[src/rtl/game_tick_timer_pkg.sv]
// Shared types and constants for the game tick timer: FSM state encoding,
// default time limit, BCD digit width and the binary-to-two-digit-BCD helper.
package game_tick_timer_pkg;

    typedef enum logic [1:0] {
        IDLE  = 2'd0,
        RUN   = 2'd1,
        PAUSE = 2'd2,
        DONE  = 2'd3
    } state_t;

    // Two BCD digits on the display cap the loadable time at 99 s.
    localparam int DEFAULT_MAX_TIME = 99;
    localparam int BCD_W            = 4;

    // Split a value in 0..99 into {tens, ones} BCD digits.
    function automatic logic [2*BCD_W-1:0] to_bcd2(input int unsigned value);
        logic [BCD_W-1:0] tens;
        logic [BCD_W-1:0] ones;
        tens = BCD_W'(value / 10);
        ones = BCD_W'(value % 10);
        return {tens, ones};
    endfunction

endpackage

[src/rtl/game_tick_timer_if.sv]
// Signal bundle between the game FSM side (master) and the tick timer (slave).
interface game_tick_timer_if #(
    parameter int TW = 8
);
    import game_tick_timer_pkg::*;

    logic             game_clk;
    logic             start;
    logic             pause;
    logic [TW-1:0]    load_val;
    logic             tick;
    logic [TW-1:0]    time_left;
    logic [BCD_W-1:0] bcd_tens;
    logic [BCD_W-1:0] bcd_ones;
    logic             running;
    logic             game_over;
    logic             timeout;
    logic             tick_lost;

    modport master (
        output game_clk, start, pause, load_val,
        input  tick, time_left, bcd_tens, bcd_ones,
               running, game_over, timeout, tick_lost
    );

    modport slave (
        input  game_clk, start, pause, load_val,
        output tick, time_left, bcd_tens, bcd_ones,
               running, game_over, timeout, tick_lost
    );

endinterface

[src/rtl/game_tick_timer_tick_edge_sync.sv]
// Brings the slow game_clk level into the clk domain and turns every toggle
// (rising or falling) into a registered one-cycle tick pulse.
module tick_edge_sync #(
    parameter int SYNC_STAGES = 2
) (
    input  logic clk,
    input  logic rst_n,
    input  logic game_clk,
    output logic tick
);

    logic [SYNC_STAGES-1:0] sync_q;
    logic                   prev_q;

    // Synchronizer chain, last synchronized level, and registered toggle pulse.
    always_ff @(posedge clk or negedge rst_n) begin
        if (!rst_n) begin
            // Chain seeds 0, so a level already high at release shows up as one toggle.
            sync_q <= '0;
            prev_q <= 1'b0;
            tick   <= 1'b0;
        end else begin
            // NOTE: non-blocking so each stage takes its neighbour's old value; blocking would collapse the chain.
            sync_q <= {sync_q[SYNC_STAGES-2:0], game_clk};
            prev_q <= sync_q[SYNC_STAGES-1];
            tick   <= sync_q[SYNC_STAGES-1] ^ prev_q;
        end
    end

endmodule

[src/rtl/game_tick_timer.sv]
// Round countdown timer driven by the 1 s game clock.
// Optional tick watchdog enabled by defining GAME_TICK_WATCHDOG_EN; without it
// tick_lost is tied low and no counter exists.
module game_tick_timer
    import game_tick_timer_pkg::*;
#(
    parameter int TW          = 8,
    parameter int MAX_TIME    = DEFAULT_MAX_TIME,
    parameter int SYNC_STAGES = 2,
    parameter int WDT_CYCLES  = 150000000
) (
    input  logic              clk,
    input  logic              rst_n,
    game_tick_timer_if.slave  bus
);

    localparam logic [TW-1:0] MAX_TL = TW'(MAX_TIME);

    state_t           state;
    logic             tick;
    logic [TW-1:0]    load_sat;
    logic [TW-1:0]    time_left_q;
    logic             running_q;
    logic             game_over_q;
    logic             timeout_q;
    logic [2*BCD_W-1:0] bcd;

    tick_edge_sync #(
        .SYNC_STAGES (SYNC_STAGES)
    ) u_tick_edge_sync (
        .clk      (clk),
        .rst_n    (rst_n),
        .game_clk (bus.game_clk),
        .tick     (tick)
    );

    // Loaded time saturates so the two-digit display never overflows.
    assign load_sat = (bus.load_val > MAX_TL) ? MAX_TL : bus.load_val;

    // Countdown FSM; priority start > pause > tick, all outputs registered.
    always_ff @(posedge clk or negedge rst_n) begin
        if (!rst_n) begin
            state       <= IDLE;
            time_left_q <= '0;
            running_q   <= 1'b0;
            game_over_q <= 1'b0;
            timeout_q   <= 1'b0;
        end else begin
            timeout_q <= 1'b0;
            if (bus.start) begin
                time_left_q <= load_sat;
                if (load_sat == '0) begin
                    state       <= DONE;
                    running_q   <= 1'b0;
                    game_over_q <= 1'b1;
                    timeout_q   <= 1'b1;
                end else begin
                    state       <= RUN;
                    running_q   <= 1'b1;
                    game_over_q <= 1'b0;
                end
            end else begin
                case (state)
                    IDLE: begin
                        time_left_q <= '0;
                    end
                    RUN: begin
                        if (bus.pause) begin
                            state     <= PAUSE;
                            running_q <= 1'b0;
                        end else if (tick) begin
                            if (time_left_q > TW'(1)) begin
                                time_left_q <= time_left_q - TW'(1);
                            end else begin
                                // Last second expired (also guards against wrapping below 0).
                                time_left_q <= '0;
                                state       <= DONE;
                                running_q   <= 1'b0;
                                game_over_q <= 1'b1;
                                timeout_q   <= 1'b1;
                            end
                        end
                    end
                    PAUSE: begin
                        // Ticks during pause are dropped; the partial second is lost.
                        if (!bus.pause) begin
                            state     <= RUN;
                            running_q <= 1'b1;
                        end
                    end
                    DONE: begin
                        time_left_q <= '0;
                    end
                    default: begin
                        state       <= IDLE;
                        running_q   <= 1'b0;
                        game_over_q <= 1'b0;
                    end
                endcase
            end
        end
    end

    // Display digits follow time_left combinationally; time_left never exceeds 99.
    assign bcd = to_bcd2(32'(time_left_q));

    assign bus.tick      = tick;
    assign bus.time_left = time_left_q;
    assign bus.bcd_tens  = bcd[2*BCD_W-1:BCD_W];
    assign bus.bcd_ones  = bcd[BCD_W-1:0];
    assign bus.running   = running_q;
    assign bus.game_over = game_over_q;
    assign bus.timeout   = timeout_q;

`ifdef GAME_TICK_WATCHDOG_EN
    localparam int               WDT_W     = $clog2(WDT_CYCLES + 1);
    localparam logic [WDT_W-1:0] WDT_LIMIT = WDT_W'(WDT_CYCLES);

    logic [WDT_W-1:0] wdt_cnt;
    logic             tick_lost_q;

    // Cycles in RUN since the last tick; saturates and raises a sticky flag at the limit.
    always_ff @(posedge clk or negedge rst_n) begin
        if (!rst_n) begin
            wdt_cnt     <= '0;
            tick_lost_q <= 1'b0;
        end else if (bus.start) begin
            wdt_cnt     <= '0;
            tick_lost_q <= 1'b0;
        end else if (tick) begin
            wdt_cnt <= '0;
        end else if (state == RUN && wdt_cnt != WDT_LIMIT) begin
            wdt_cnt <= wdt_cnt + WDT_W'(1);
            if (wdt_cnt == WDT_LIMIT - WDT_W'(1)) begin
                tick_lost_q <= 1'b1;
            end
        end
    end

    assign bus.tick_lost = tick_lost_q;
`else
    assign bus.tick_lost = 1'b0;
`endif

endmodule
[src/flat_wrapper.sv]
// flat-port wrapper written by rule: the top's interface ports become plain ports
module game_tick_timer_flat import game_tick_timer_pkg::*;
#(
    parameter int TW          = 8,
    parameter int MAX_TIME    = DEFAULT_MAX_TIME,
    parameter int SYNC_STAGES = 2,
    parameter int WDT_CYCLES  = 150000000
)
  (clk, rst_n, bus_game_clk, bus_start, bus_pause, bus_load_val, bus_tick, bus_time_left, bus_bcd_tens, bus_bcd_ones, bus_running, bus_game_over, bus_timeout, bus_tick_lost);
  game_tick_timer_if #(.TW(TW)) bus_i ();
  input  logic clk;
  input  logic rst_n;
  input wire logic [$bits(bus_i.game_clk)-1:0] bus_game_clk;
  input wire logic [$bits(bus_i.start)-1:0] bus_start;
  input wire logic [$bits(bus_i.pause)-1:0] bus_pause;
  input wire logic [$bits(bus_i.load_val)-1:0] bus_load_val;
  output wire logic [$bits(bus_i.tick)-1:0] bus_tick;
  output wire logic [$bits(bus_i.time_left)-1:0] bus_time_left;
  output wire logic [$bits(bus_i.bcd_tens)-1:0] bus_bcd_tens;
  output wire logic [$bits(bus_i.bcd_ones)-1:0] bus_bcd_ones;
  output wire logic [$bits(bus_i.running)-1:0] bus_running;
  output wire logic [$bits(bus_i.game_over)-1:0] bus_game_over;
  output wire logic [$bits(bus_i.timeout)-1:0] bus_timeout;
  output wire logic [$bits(bus_i.tick_lost)-1:0] bus_tick_lost;
  assign bus_i.game_clk = bus_game_clk;
  assign bus_i.start = bus_start;
  assign bus_i.pause = bus_pause;
  assign bus_i.load_val = bus_load_val;
  assign bus_tick = bus_i.tick;
  assign bus_time_left = bus_i.time_left;
  assign bus_bcd_tens = bus_i.bcd_tens;
  assign bus_bcd_ones = bus_i.bcd_ones;
  assign bus_running = bus_i.running;
  assign bus_game_over = bus_i.game_over;
  assign bus_timeout = bus_i.timeout;
  assign bus_tick_lost = bus_i.tick_lost;
  game_tick_timer #(.TW(TW), .MAX_TIME(MAX_TIME), .SYNC_STAGES(SYNC_STAGES), .WDT_CYCLES(WDT_CYCLES)) u_core (.clk(clk), .rst_n(rst_n), .bus(bus_i));
endmodule
[config.mk]
export PLATFORM = sky130hd
export DESIGN_NAME = game_tick_timer_flat
export DESIGN_NICKNAME = d
export VERILOG_FILES = /design/src/rtl/game_tick_timer_pkg.sv /design/src/rtl/game_tick_timer_if.sv /design/src/rtl/game_tick_timer_tick_edge_sync.sv /design/src/rtl/game_tick_timer.sv /design/src/flat_wrapper.sv
export SDC_FILE = /design/constraint.sdc
export NUM_CORES = 1
export LEC_CHECK = 0
export CAP_MARGIN = 20
export CORE_MARGIN = 1
export CORE_UTILIZATION = 50
export CTS_CLUSTER_DIAMETER = 60
export DETAILED_ROUTE_END_ITERATION = 7
export GPL_ROUTABILITY_DRIVEN = 0
export PLACE_DENSITY = 0.78
export SYNTH_ARGS = -nofsm -noshare
export SYNTH_HDL_FRONTEND = slang
export SYNTH_SLANG_ARGS = --single-unit
[constraint.sdc]
create_clock -name clk -period 6.6 [get_ports clk]
set_input_delay 1.65 -clock clk [delete_from_list [all_inputs] [get_ports clk]]
set_output_delay 1.65 -clock clk [all_outputs]
set_load 0.01 [all_outputs]
==> impl_metrics.prom, run 1 <==
# TYPE chip_impl_metric gauge
chip_impl_metric{name="numPortBuffers",unit=""} 32
chip_impl_metric{name="drt.antenna.violating_nets",unit=""} 0
chip_impl_metric{name="initial_core_util",unit="%"} 54.2
chip_impl_info{name="synth.area.top_cells",value="dfrtp_1 25%, o21ai_0 6.7%, ha_1 5.1%"} 1
chip_impl_metric{name="fill_count",unit=""} 310
chip_impl_metric{name="first_global_vias",unit=""} 1464
chip_impl_metric{name="max-clock-path-buffers",unit=""} 2
chip_impl_metric{name="avgSynthCellArea",unit="um^2"} 7.67
chip_impl_info{name="unrepaired_setup_endpoints_after_global_routing",value="no"} 1
chip_impl_metric{name="post_route_cells_drive_above_1_share",unit="%"} 5.76
chip_impl_metric{name="synth.yosys.seq_area_share",unit="%"} 24.9
chip_impl_metric{name="grt_start_max_net_pins",unit=""} 26
chip_impl_metric{name="ports_placed_on_the_boundary",unit=""} 34
chip_impl_metric{name="post_dp_cell_area",unit="um^2"} 2000
chip_impl_metric{name="grt_antenna_before_repair",unit=""} 0
chip_impl_metric{name="ctsHoldBuffers",unit=""} 0
chip_impl_metric{name="cellInternalPower",unit="mW"} 0.692
chip_impl_metric{name="psw",unit="mW"} 0.627
chip_impl_metric{name="syn2layout_area_growth",unit="%"} 18.4
chip_impl_metric{name="floorplan_die_area",unit="um^2"} 3660
chip_impl_metric{name="report.power.total",unit="mW"} 1.32
chip_impl_metric{name="regToRegSetupSlack",unit="ps"} 4230
chip_impl_info{name="synth_top_area_cell",value="dfrtp_1"} 1
chip_impl_metric{name="synth_enable_flop_cells",unit=""} 0
chip_impl_metric{name="final_cell_area",unit="um^2"} 2030
chip_impl_metric{name="grt_usage",unit="%"} 23.4
chip_impl_metric{name="cts_buffers",unit=""} 3
chip_impl_info{name="synthMostInstantiatedCell",value="o21ai_0"} 1
chip_impl_metric{name="upper_clock_frequency_limit",unit="MHz"} 161
chip_impl_metric{name="final_min_period_over_clock_period",unit="%"} 94.0
chip_impl_metric{name="worst_ep_required_time",unit="ps"} 4950
chip_impl_metric{name="postRouteWirelength",unit="um"} 3810
chip_impl_metric{name="ys_seq_elements",unit=""} 17
chip_impl_info{name="startpoint",value="u_core.bus.time_left[5]$_DFFE_PN0P_"} 1
chip_impl_info{name="endpoint_kind",value="primary output"} 1
chip_impl_info{name="worstHoldStart",value="u_core.u_tick_edge_sync.sync_q[0]$_DFF_PN0_"} 1
chip_impl_metric{name="final_nets",unit=""} 264
chip_impl_info{name="synth_top_flop_cell",value="dfrtp_1"} 1
chip_impl_metric{name="first_pass_grt_wire_length",unit="um"} 6560
chip_impl_metric{name="yosysWarnings",unit=""} 0
chip_impl_metric{name="num_vias",unit=""} 1679
chip_impl_metric{name="antenna_cells_inserted",unit=""} 0
chip_impl_metric{name="worst_ep_arrival_time",unit="ps"} 4550
chip_impl_metric{name="die_h",unit="um"} 60.5
chip_impl_metric{name="final_worst_path_setup_slack",unit="ps"} 396
chip_impl_metric{name="synth_cell_types",unit=""} 62
chip_impl_info{name="outcome",value="finished, final reports clean"} 1
chip_impl_metric{name="worst-path-max-fanout",unit=""} 25
chip_impl_metric{name="postSynth.asyncResetShare",unit="%"} 100
chip_impl_metric{name="timing.max_slew.rel_slack",unit="%"} 49.2
chip_impl_metric{name="finalSetupViolations",unit=""} 0
chip_impl_metric{name="grt_remaining_overflow",unit=""} 0
chip_impl_metric{name="num_rows",unit=""} 20
chip_impl_metric{name="finalCriticalPeriod",unit="ps"} 6200
chip_impl_metric{name="htree_levels",unit=""} 1
chip_impl_metric{name="drt-wirelength-per-cell",unit="um"} 13.3
chip_impl_metric{name="final-max-slew-violation-count",unit=""} 0
chip_impl_metric{name="swShare",unit="%"} 47.5
chip_impl_metric{name="post_cts_resize_count",unit=""} 0
chip_impl_metric{name="worstMarginPinSlew",unit="ps"} 759
chip_impl_metric{name="die-width",unit="um"} 60.5
chip_impl_metric{name="power.sequential.fraction",unit="%"} 17.7
chip_impl_info{name="cp-start-kind",value="flip-flop"} 1
chip_impl_metric{name="dp.final_hpwl",unit="um"} 2780
chip_impl_metric{name="timing.clock.skew",unit="ps"} 1.28
chip_impl_metric{name="post_cts_buffers",unit=""} 0
chip_impl_metric{name="max_cap_viol_count",unit=""} 0
chip_impl_metric{name="clkLatencyLatePin",unit="ps"} 290
chip_impl_info{name="ys_top_cells_by_count",value="23 x o21ai_0, 21 x nor2_1, 17 x dfrtp_1"} 1
chip_impl_metric{name="floorplan.core_area",unit="um^2"} 3150
chip_impl_metric{name="post-synth-top-area-fraction",unit="%"} 24.9
chip_impl_metric{name="worst_setup_hold_path_clk_slew",unit="ps"} 100
chip_impl_metric{name="hold_viol",unit=""} 0
chip_impl_metric{name="post-route-drc-count",unit=""} 0
chip_impl_metric{name="share_clk_of_total_power",unit="%"} 4.4
chip_impl_info{name="cts.root.buffer_cell",value="clkbuf_4"} 1
chip_impl_metric{name="ir_worst_vdd",unit="V"} 0.000406
chip_impl_metric{name="post-place-ws",unit="ps"} 744
chip_impl_info{name="crit_type",value="reg2out"} 1
chip_impl_metric{name="clock_sinks",unit=""} 17
chip_impl_metric{name="via_per_inst",unit=""} 5.85
chip_impl_info{name="reg2reg_from",value="u_core.bus.time_left[1]$_DFFE_PN0P_"} 1
chip_impl_metric{name="first_pass_iters",unit=""} 4
chip_impl_metric{name="initialDrtViolationCount",unit=""} 157
chip_impl_metric{name="syn-num-nets",unit=""} 243
chip_impl_info{name="tritoncts",value="yes"} 1
chip_impl_metric{name="finalSetupTns",unit="ps"} 0
chip_impl_info{name="worstHoldPathType",value="reg2reg"} 1
chip_impl_metric{name="combinationalPowerShare",unit="%"} 77.9
chip_impl_metric{name="syn-cell-area",unit="um^2"} 1710
chip_impl_metric{name="total_leakage_power",unit="nW"} 0.806
chip_impl_metric{name="netlist_instances",unit=""} 223
chip_impl_metric{name="power.density",unit="nW/um^2"} 651
[final timing paths]
| kind | endpoint | cells after the start |
|---|---|---|
| max | bus_bcd_ones[1] | 13 |
| min | u_core.u_tick_edge_sync.sync_q[1]$_DFF_PN0_ | 0 |
| max reg2reg | u_core.bus.time_left[7]$_DFFE_PN0P_ | 6 |
| min reg2reg | u_core.u_tick_edge_sync.sync_q[1]$_DFF_PN0_ | 0 |
| max in group asynchronous | u_core.bus.time_left[7]$_DFFE_PN0P_ | 1 |
| min in group asynchronous | u_core.bus.time_left[0]$_DFFE_PN0P_ | 1 |
[flip-flops by register name, indices dropped and copies added, names as in the netlist]
signal                          flops
u_core.bus.game_over                1
u_core.bus.time_left                8
u_core.bus.timeout                  1
u_core.u_tick_edge_sync.prev_q      1
u_core.u_tick_edge_sync.sync_q      2
u_core.bus.running                  1
u_core.state                        2
u_core.u_tick_edge_sync.tick        1
[per-layer routing]
layer  vias up  routed length [um]  GRT usage (%)
met2        44                1830           37.7
met4         0                  53           8.77
li1        854                   -              -
met3         7                 129           1.71
met1       774                1800           33.2
met5         -                   0              0
[worst max-delay path: stages (launching register included)]
cell and delay [ps]:
dfrtp_1 630, nor2_1 350, inv_2 80, ha_1 340, and2b_1 290, a21oi_1 120, o311a_1 380, and2_1 200
a221oi_1 330, and3_1 370, inv_1 110, a221o_1 360, xnor2_1 140, clkdlybuf4s50_1 550
[placed cells by master (no fill, tap or decap), types with 3 or more instances in the layout]
cell and instances:
a211oi_1 3, a21o_1 3, a21oi_1 14, a31oi_1 7, and3_1 3, clkbuf_4 3
clkdlybuf4s50_1 32, dfrtp_1 17, ha_1 7, inv_1 13, nand2_1 15, nand2b_1 6
nor2_1 21, nor2b_1 3, nor3_1 5, o211ai_1 5, o21ai_0 23, xnor2_1 5
[cell type report]
| type | instances | area [um^2] | area share [%] |
|---|---|---|---|
| multi-input combinational | 175 | 1130 | 56.0 |
| clock buffer | 3 | 22.5 | 1.11 |
| timing repair buffer | 33 | 328 | 16.2 |
| clock inverter | 1 | 7.51 | 0.371 |
| inverter | 14 | 52.6 | 2.59 |
| tap | 44 | 55.1 | 2.72 |
| sequential | 17 | 425 | 21.0 |
[per-stage QoR]
step	hold WS (ps)	util, %	std cells
after detailed placement	338	63.3	283
after floorplan	331	-	223
after global routing	368	64.2	287
after global placement	333	63.3	283
final	359	64.2	287
after CTS	364	64.2	287
[kinds of logic after synthesis]
group	count (synthesis)	synth area share [%]
adders and majority gates	9	6.36
AOI/OAI and AO/OA	80	30.4
muxes	2	1.24
other	1	0.219
DFF	17	24.9
buffers and inverters	31	8.78
xor gates and xnor gates	6	3.07
and+or+nand+nor	77	25.1
[power by group through the flow]
stage / clock network, mW / logic (mW) / registers [mW]
2_1_floorplan: 0 / 0.758 / 0.184
3_3_place_gp: 0 / 1.01 / 0.234
3_5_place_dp: 0 / 1.02 / 0.234
4_1_cts: 0.0609 / 1.03 / 0.232
5_1_grt: 0.0640 / 1.14 / 0.247
6_report: 0.0583 / 1.03 / 0.234
Power figures use the tool's default switching activity.
==> run 2: changes to the inputs <==
- CORE_MARGIN: 1 -> 1.5
==> impl_metrics.prom, run 2 (same netlist as run 1, synthesis figures left out) <==
# TYPE chip_impl_metric gauge
chip_impl_metric{name="first_global_vias",unit=""} 1467
chip_impl_metric{name="fill_count",unit=""} 308
chip_impl_metric{name="grt_usage",unit="%"} 21.7
chip_impl_metric{name="post_dp_cell_area",unit="um^2"} 2000
chip_impl_metric{name="syn2layout_area_growth",unit="%"} 18.6
chip_impl_metric{name="upper_clock_frequency_limit",unit="MHz"} 160
chip_impl_info{name="outcome",value="finished, final reports clean"} 1
chip_impl_info{name="tritoncts",value="yes"} 1
chip_impl_info{name="top_delay_family_on_crit_path",value="compound AO/OA/AOI/OAI gates"} 1
chip_impl_metric{name="floorplan.core_area",unit="um^2"} 3310
chip_impl_metric{name="sequential_cell_area",unit="um^2"} 425
chip_impl_info{name="cts.root.buffer_cell",value="clkbuf_4"} 1
chip_impl_info{name="worstHoldPathType",value="reg2reg"} 1
chip_impl_metric{name="timing.critical_path.buf_inv",unit=""} 3
chip_impl_metric{name="grt_antenna_before_repair",unit=""} 0
chip_impl_metric{name="ports_placed_on_the_boundary",unit=""} 34
chip_impl_metric{name="drt.antenna.violating_nets",unit=""} 0
chip_impl_metric{name="via_per_inst",unit=""} 5.96
chip_impl_metric{name="final-max-slew-violation-count",unit=""} 0
chip_impl_metric{name="final_cell_area",unit="um^2"} 2030
chip_impl_metric{name="initialDrtViolationCount",unit=""} 111
chip_impl_metric{name="holdWs",unit="ps"} 361
chip_impl_metric{name="finalCriticalPeriod",unit="ps"} 6260
chip_impl_metric{name="grt_start_max_net_pins",unit=""} 26
chip_impl_metric{name="report.power.total",unit="mW"} 1.32
chip_impl_metric{name="drt-wirelength-per-cell",unit="um"} 13.6
chip_impl_metric{name="worst_setup_hold_path_clk_slew",unit="ps"} 110
chip_impl_metric{name="num_rows",unit=""} 21
chip_impl_metric{name="floorplan_die_area",unit="um^2"} 3780
chip_impl_info{name="unrepaired_setup_endpoints_after_global_routing",value="no"} 1
chip_impl_info{name="cp-start-kind",value="flip-flop"} 1
chip_impl_metric{name="finalSetupViolations",unit=""} 0
chip_impl_metric{name="htree_levels",unit=""} 1
chip_impl_metric{name="ir_worst_vdd",unit="V"} 0.000338
chip_impl_metric{name="cts_buffers",unit=""} 3
chip_impl_metric{name="die-width",unit="um"} 61.5
chip_impl_info{name="layout.cells.most_common",value="clkdlybuf4s50_1"} 1
chip_impl_metric{name="post-route-drc-count",unit=""} 0
chip_impl_metric{name="hold_viol",unit=""} 0
chip_impl_metric{name="final_min_period_over_clock_period",unit="%"} 94.8
chip_impl_metric{name="first_pass_grt_wire_length",unit="um"} 6330
chip_impl_info{name="crit_type",value="reg2out"} 1
chip_impl_metric{name="worstMarginPinSlew",unit="ps"} 770
chip_impl_metric{name="initial_core_util",unit="%"} 51.7
chip_impl_metric{name="max-clock-path-buffers",unit=""} 2
chip_impl_metric{name="timing.clock.skew",unit="ps"} 6.39
chip_impl_metric{name="antenna_cells_inserted",unit=""} 0
chip_impl_metric{name="post_cts_buffers",unit=""} 0
chip_impl_info{name="worstPathCellList",value="nor2_1 > inv_2 > ha_1 > and2b_1 > a21oi_1 > o311a_1 > and2_1 > a221oi_1 > and3_1 > inv_1 > a221o_1 > xnor2_1 > clkdlybuf4s50_1"} 1
chip_impl_metric{name="flip_flop_count_of_the_largest_register_after_layout",unit=""} 8
chip_impl_info{name="timing.critical_path.slowest_stage_cell",value="dfrtp_1"} 1
chip_impl_metric{name="post_cts_resize_count",unit=""} 0
chip_impl_metric{name="cpPeakStageDelay",unit="ps"} 640
chip_impl_metric{name="worst_ep_required_time",unit="ps"} 4950
chip_impl_metric{name="postRouteWirelength",unit="um"} 3920
chip_impl_info{name="most-common-layout-cells",value="32 x clkdlybuf4s50_1, 23 x o21ai_0, 21 x nor2_1"} 1
chip_impl_metric{name="final_nets",unit=""} 264
chip_impl_metric{name="ctsHoldBuffers",unit=""} 0
chip_impl_metric{name="first_pass_iters",unit=""} 4
chip_impl_metric{name="total_leakage_power",unit="nW"} 0.806
chip_impl_metric{name="timing.max_slew.rel_slack",unit="%"} 48.5
chip_impl_metric{name="multi_input_comb_area",unit="um^2"} 1130
chip_impl_metric{name="worst-path-max-fanout",unit=""} 25
chip_impl_metric{name="post_route_cells_drive_above_1_share",unit="%"} 5.76
chip_impl_metric{name="finalSetupTns",unit="ps"} 0
chip_impl_metric{name="die_h",unit="um"} 61.5
chip_impl_metric{name="worst_ep_arrival_time",unit="ps"} 4610
chip_impl_metric{name="clkLatencyLatePin",unit="ps"} 300
chip_impl_metric{name="numPortBuffers",unit=""} 32
chip_impl_metric{name="num_vias",unit=""} 1722
chip_impl_metric{name="max_cap_viol_count",unit=""} 0
chip_impl_metric{name="power.density",unit="nW/um^2"} 651
chip_impl_metric{name="grt_remaining_overflow",unit=""} 0
chip_impl_metric{name="clock_sinks",unit=""} 17
chip_impl_metric{name="dp.final_hpwl",unit="um"} 2860
chip_impl_info{name="endpoint_kind",value="primary output"} 1
==> run 2: cell counts in the layout (fill, tap and decap cells not counted) <==
No cell type changed its count.
==> run 2: metrics by stage <==
stage | instances | utilization (%) | setup slack, ps
CTS | 289 | 61.3 | 384
floorplan | 223 | - | 1540
global route | 289 | 61.3 | 77.3
detailed placement | 285 | 60.4 | 731
global placement | 285 | 60.4 | 884
finish | 289 | 61.3 | 342
==> run 2: final timing paths <==
path,start,endpoint,slack [ps],depth (start not counted)
min reg2reg,u_core.u_tick_edge_sync.sync_q[0]$_DFF_PN0_,u_core.u_tick_edge_sync.sync_q[1]$_DFF_PN0_,360,0
min,u_core.u_tick_edge_sync.sync_q[0]$_DFF_PN0_,u_core.u_tick_edge_sync.sync_q[1]$_DFF_PN0_,360,0
max,u_core.bus.time_left[5]$_DFFE_PN0P_,bus_bcd_ones[1],340,13
min in group asynchronous,rst_n,u_core.state[1]$_DFFE_PN0P_,1790,1
max reg2reg,u_core.bus.time_left[1]$_DFFE_PN0P_,u_core.bus.time_left[5]$_DFFE_PN0P_,4170,7
max in group asynchronous,rst_n,u_core.bus.time_left[2]$_DFFE_PN0P_,4330,1
==> run 2: worst register-to-register path, delay by kind of cell, from the launching register on <==
kind	cells	cell delay (ps)
AND/OR/NAND/NOR	2	740
flip-flops	1	500
buffers and inverters	1	200
adder cells (fa/ha/maj)	1	290
AO/OA/AOI/OAI	3	640
==> run 2: final cells by class <==
type,instances,area share (%)
Timing Repair Buffer,33,16.2
Clock buffer,3,1.11
Multi-Input combinational cell,175,56.0
Sequential cell,17,21.0
Tap cell,46,2.84
Clock inverter,1,0.370
Inverter,14,2.59
==> run 2: where the power goes <==
group,leakage [nW],internal [mW],switching [mW]
Sequential,0.209,0.136,0.0986
Clock,0.0139,0.0231,0.0351
Combinational,0.583,0.534,0.494
==> run 2: per-layer routing <==
| metal | track usage [%] | share of wire (%) | routed length (um) |
|---|---|---|---|
| met4 | 6.69 | 0.43 | 17 |
| met3 | 1.47 | 2.7 | 106 |
| met2 | 35.9 | 50 | 1950 |
| met1 | 30.3 | 47 | 1850 |
| met5 | 0 | 0 | 0 |
==> run 3: changes to the inputs <==
==> constraint.sdc (replaced) <==
create_clock -name clk -period 6.6 [get_ports clk]
set_input_delay 1.65 -clock clk [delete_from_list [all_inputs] [get_ports clk]]
set_output_delay 1.65 -clock clk [all_outputs]
set_load 0.005 [all_outputs]
==> impl_metrics.prom, run 3 (same netlist as run 1, synthesis figures left out) <==
# TYPE chip_impl_metric gauge
chip_impl_metric{name="postRouteWirelength",unit="um"} 3790
chip_impl_metric{name="finalSetupTns",unit="ps"} 0
chip_impl_metric{name="post-route-drc-count",unit=""} 0
chip_impl_metric{name="grt_start_max_net_pins",unit=""} 26
chip_impl_info{name="endpoint_kind",value="primary output"} 1
chip_impl_metric{name="worst_ep_required_time",unit="ps"} 4950
chip_impl_metric{name="post_route_cells_drive_above_1_share",unit="%"} 5.76
chip_impl_metric{name="die_h",unit="um"} 61.5
chip_impl_metric{name="multi_input_comb_area",unit="um^2"} 1130
chip_impl_metric{name="syn2layout_area_growth",unit="%"} 18.6
chip_impl_metric{name="ctsHoldBuffers",unit=""} 0
chip_impl_info{name="crit_type",value="reg2out"} 1
chip_impl_metric{name="finalSetupViolations",unit=""} 0
chip_impl_metric{name="max-clock-path-buffers",unit=""} 2
chip_impl_metric{name="drt-wirelength-per-cell",unit="um"} 13.1
chip_impl_info{name="worstHoldStart",value="u_core.u_tick_edge_sync.sync_q[0]$_DFF_PN0_"} 1
chip_impl_metric{name="numPortBuffers",unit=""} 32
chip_impl_metric{name="drt.antenna.violating_nets",unit=""} 0
chip_impl_metric{name="dp.final_hpwl",unit="um"} 2830
chip_impl_metric{name="hold_viol",unit=""} 0
chip_impl_metric{name="holdWs",unit="ps"} 362
chip_impl_metric{name="final_cell_area",unit="um^2"} 2030
chip_impl_metric{name="post_cts_resize_count",unit=""} 0
chip_impl_metric{name="floorplan_die_area",unit="um^2"} 3780
chip_impl_metric{name="first_global_vias",unit=""} 1405
chip_impl_metric{name="clkLatencyLatePin",unit="ps"} 300
chip_impl_metric{name="die-width",unit="um"} 61.5
chip_impl_metric{name="timing.clock.skew",unit="ps"} 10.2
chip_impl_metric{name="initialDrtViolationCount",unit=""} 108
chip_impl_metric{name="num_vias",unit=""} 1672
chip_impl_metric{name="upper_clock_frequency_limit",unit="MHz"} 162
chip_impl_metric{name="sequential_cell_area",unit="um^2"} 425
chip_impl_info{name="r2r-end",value="u_core.bus.time_left[5]$_DFFE_PN0P_"} 1
chip_impl_metric{name="place.detailed.instances",unit=""} 285
chip_impl_metric{name="final_nets",unit=""} 264
chip_impl_metric{name="worstMarginPinSlew",unit="ps"} 748
chip_impl_metric{name="timing.max_slew.rel_slack",unit="%"} 50.0
chip_impl_metric{name="grt_usage",unit="%"} 21.8
chip_impl_info{name="hold-path-endpoint",value="u_core.u_tick_edge_sync.sync_q[1]$_DFF_PN0_"} 1
chip_impl_metric{name="final-max-slew-violation-count",unit=""} 0
chip_impl_metric{name="grt_remaining_overflow",unit=""} 0
chip_impl_metric{name="layoutNonFillerInstCount",unit=""} 289
chip_impl_metric{name="first_pass_iters",unit=""} 4
chip_impl_metric{name="initial_core_util",unit="%"} 51.7
chip_impl_metric{name="fill_count",unit=""} 319
chip_impl_metric{name="worst_reg_to_reg_cells",unit=""} 7
chip_impl_metric{name="worstHoldPathCells",unit=""} 0
chip_impl_metric{name="ir_worst_vdd",unit="V"} 0.000325
chip_impl_metric{name="post_dp_cell_area",unit="um^2"} 2000
chip_impl_metric{name="cts_buffers",unit=""} 3
chip_impl_metric{name="regToRegSetupSlack",unit="ps"} 4160
chip_impl_metric{name="grt_antenna_before_repair",unit=""} 0
chip_impl_metric{name="power.density",unit="nW/um^2"} 622
chip_impl_info{name="worstHoldPathType",value="reg2reg"} 1
chip_impl_info{name="unrepaired_setup_endpoints_after_global_routing",value="no"} 1
chip_impl_info{name="most-common-layout-cells",value="32 x clkdlybuf4s50_1, 23 x o21ai_0, 21 x nor2_1"} 1
chip_impl_info{name="layout.cells.most_common",value="clkdlybuf4s50_1"} 1
chip_impl_info{name="cp-start-kind",value="flip-flop"} 1
chip_impl_metric{name="worst_setup_hold_path_clk_slew",unit="ps"} 110
chip_impl_metric{name="htree_levels",unit=""} 1
chip_impl_metric{name="worst_ep_arrival_time",unit="ps"} 4510
chip_impl_metric{name="worst-path-max-fanout",unit=""} 25
chip_impl_info{name="tritoncts",value="yes"} 1
chip_impl_metric{name="floorplan.core_area",unit="um^2"} 3310
chip_impl_metric{name="via_per_inst",unit=""} 5.79
chip_impl_metric{name="num_rows",unit=""} 21
chip_impl_info{name="outcome",value="finished, final reports clean"} 1
chip_impl_metric{name="antenna_cells_inserted",unit=""} 0
chip_impl_metric{name="finalCriticalPeriod",unit="ps"} 6160
chip_impl_metric{name="first_pass_grt_wire_length",unit="um"} 6240
chip_impl_metric{name="total_leakage_power",unit="nW"} 0.806
chip_impl_metric{name="post_cts_buffers",unit=""} 0
chip_impl_metric{name="ports_placed_on_the_boundary",unit=""} 34
chip_impl_metric{name="clock_sinks",unit=""} 17
chip_impl_metric{name="final_min_period_over_clock_period",unit="%"} 93.4
chip_impl_metric{name="flip_flop_count_of_the_largest_register_after_layout",unit=""} 8
chip_impl_metric{name="max_cap_viol_count",unit=""} 0
chip_impl_info{name="cts.root.buffer_cell",value="clkbuf_4"} 1
chip_impl_info{name="reg2reg_from",value="u_core.bus.time_left[1]$_DFFE_PN0P_"} 1
chip_impl_metric{name="report.power.total",unit="mW"} 1.26
==> run 3: cell type report <==
cell class              count  share of cell area (%)
repair buffers             33                    16.2
clock buffers               3                    1.11
multi-input cells         175                    56.0
inverters                  14                    2.59
well taps                  46                    2.84
clock inverters             1                   0.370
flip-flops and latches     17                    21.0
==> run 3: how the worst max path moves through the flow <==
stage | startpoint | depth (start not counted) | endpoint
floorplan | u_core.bus.time_left[6]$_DFFE_PN0P_ | 14 | bus_bcd_ones[1]
global placement | u_core.bus.time_left[5]$_DFFE_PN0P_ | 13 | bus_bcd_ones[1]
detailed placement | u_core.bus.time_left[5]$_DFFE_PN0P_ | 13 | bus_bcd_ones[1]
CTS | u_core.bus.time_left[5]$_DFFE_PN0P_ | 13 | bus_bcd_ones[1]
global route | u_core.bus.time_left[5]$_DFFE_PN0P_ | 13 | bus_bcd_ones[1]
finish | u_core.bus.time_left[5]$_DFFE_PN0P_ | 13 | bus_bcd_ones[1]
==> run 3: critical path: stages (launching register included) <==
cell and delay [ps]:
dfrtp_1 630, nor2_1 330, inv_2 80, ha_1 330
and2b_1 290, a21oi_1 130, o311a_1 390, and2_1 200
a221oi_1 330, and3_1 380, inv_1 110, a221o_1 360
xnor2_1 140, clkdlybuf4s50_1 510
==> run 3: stage by stage <==
step	worst slack, ps	utilization, %
6_report	439	61.3
5_1_grt	152	61.3
4_1_cts	444	61.3
3_5_place_dp	802	60.4
3_3_place_gp	918	60.4
2_1_floorplan	1680	-
==> run 3: layer usage <==
metal	up-vias	track usage (%)	share of wire, %
met2	31	34.6	48
met3	4	1.89	2.6
li1	858	-	-
met1	779	31.3	49
met5	-	0	0
met4	0	7.60	0.98
==> run 3: power breakdown <==
| part | internal (mW) | switching (mW) |
|---|---|---|
| clock network | 0.0231 | 0.0347 |
| logic | 0.531 | 0.439 |
| registers | 0.136 | 0.0980 |
| total | 0.689 | 0.571 |
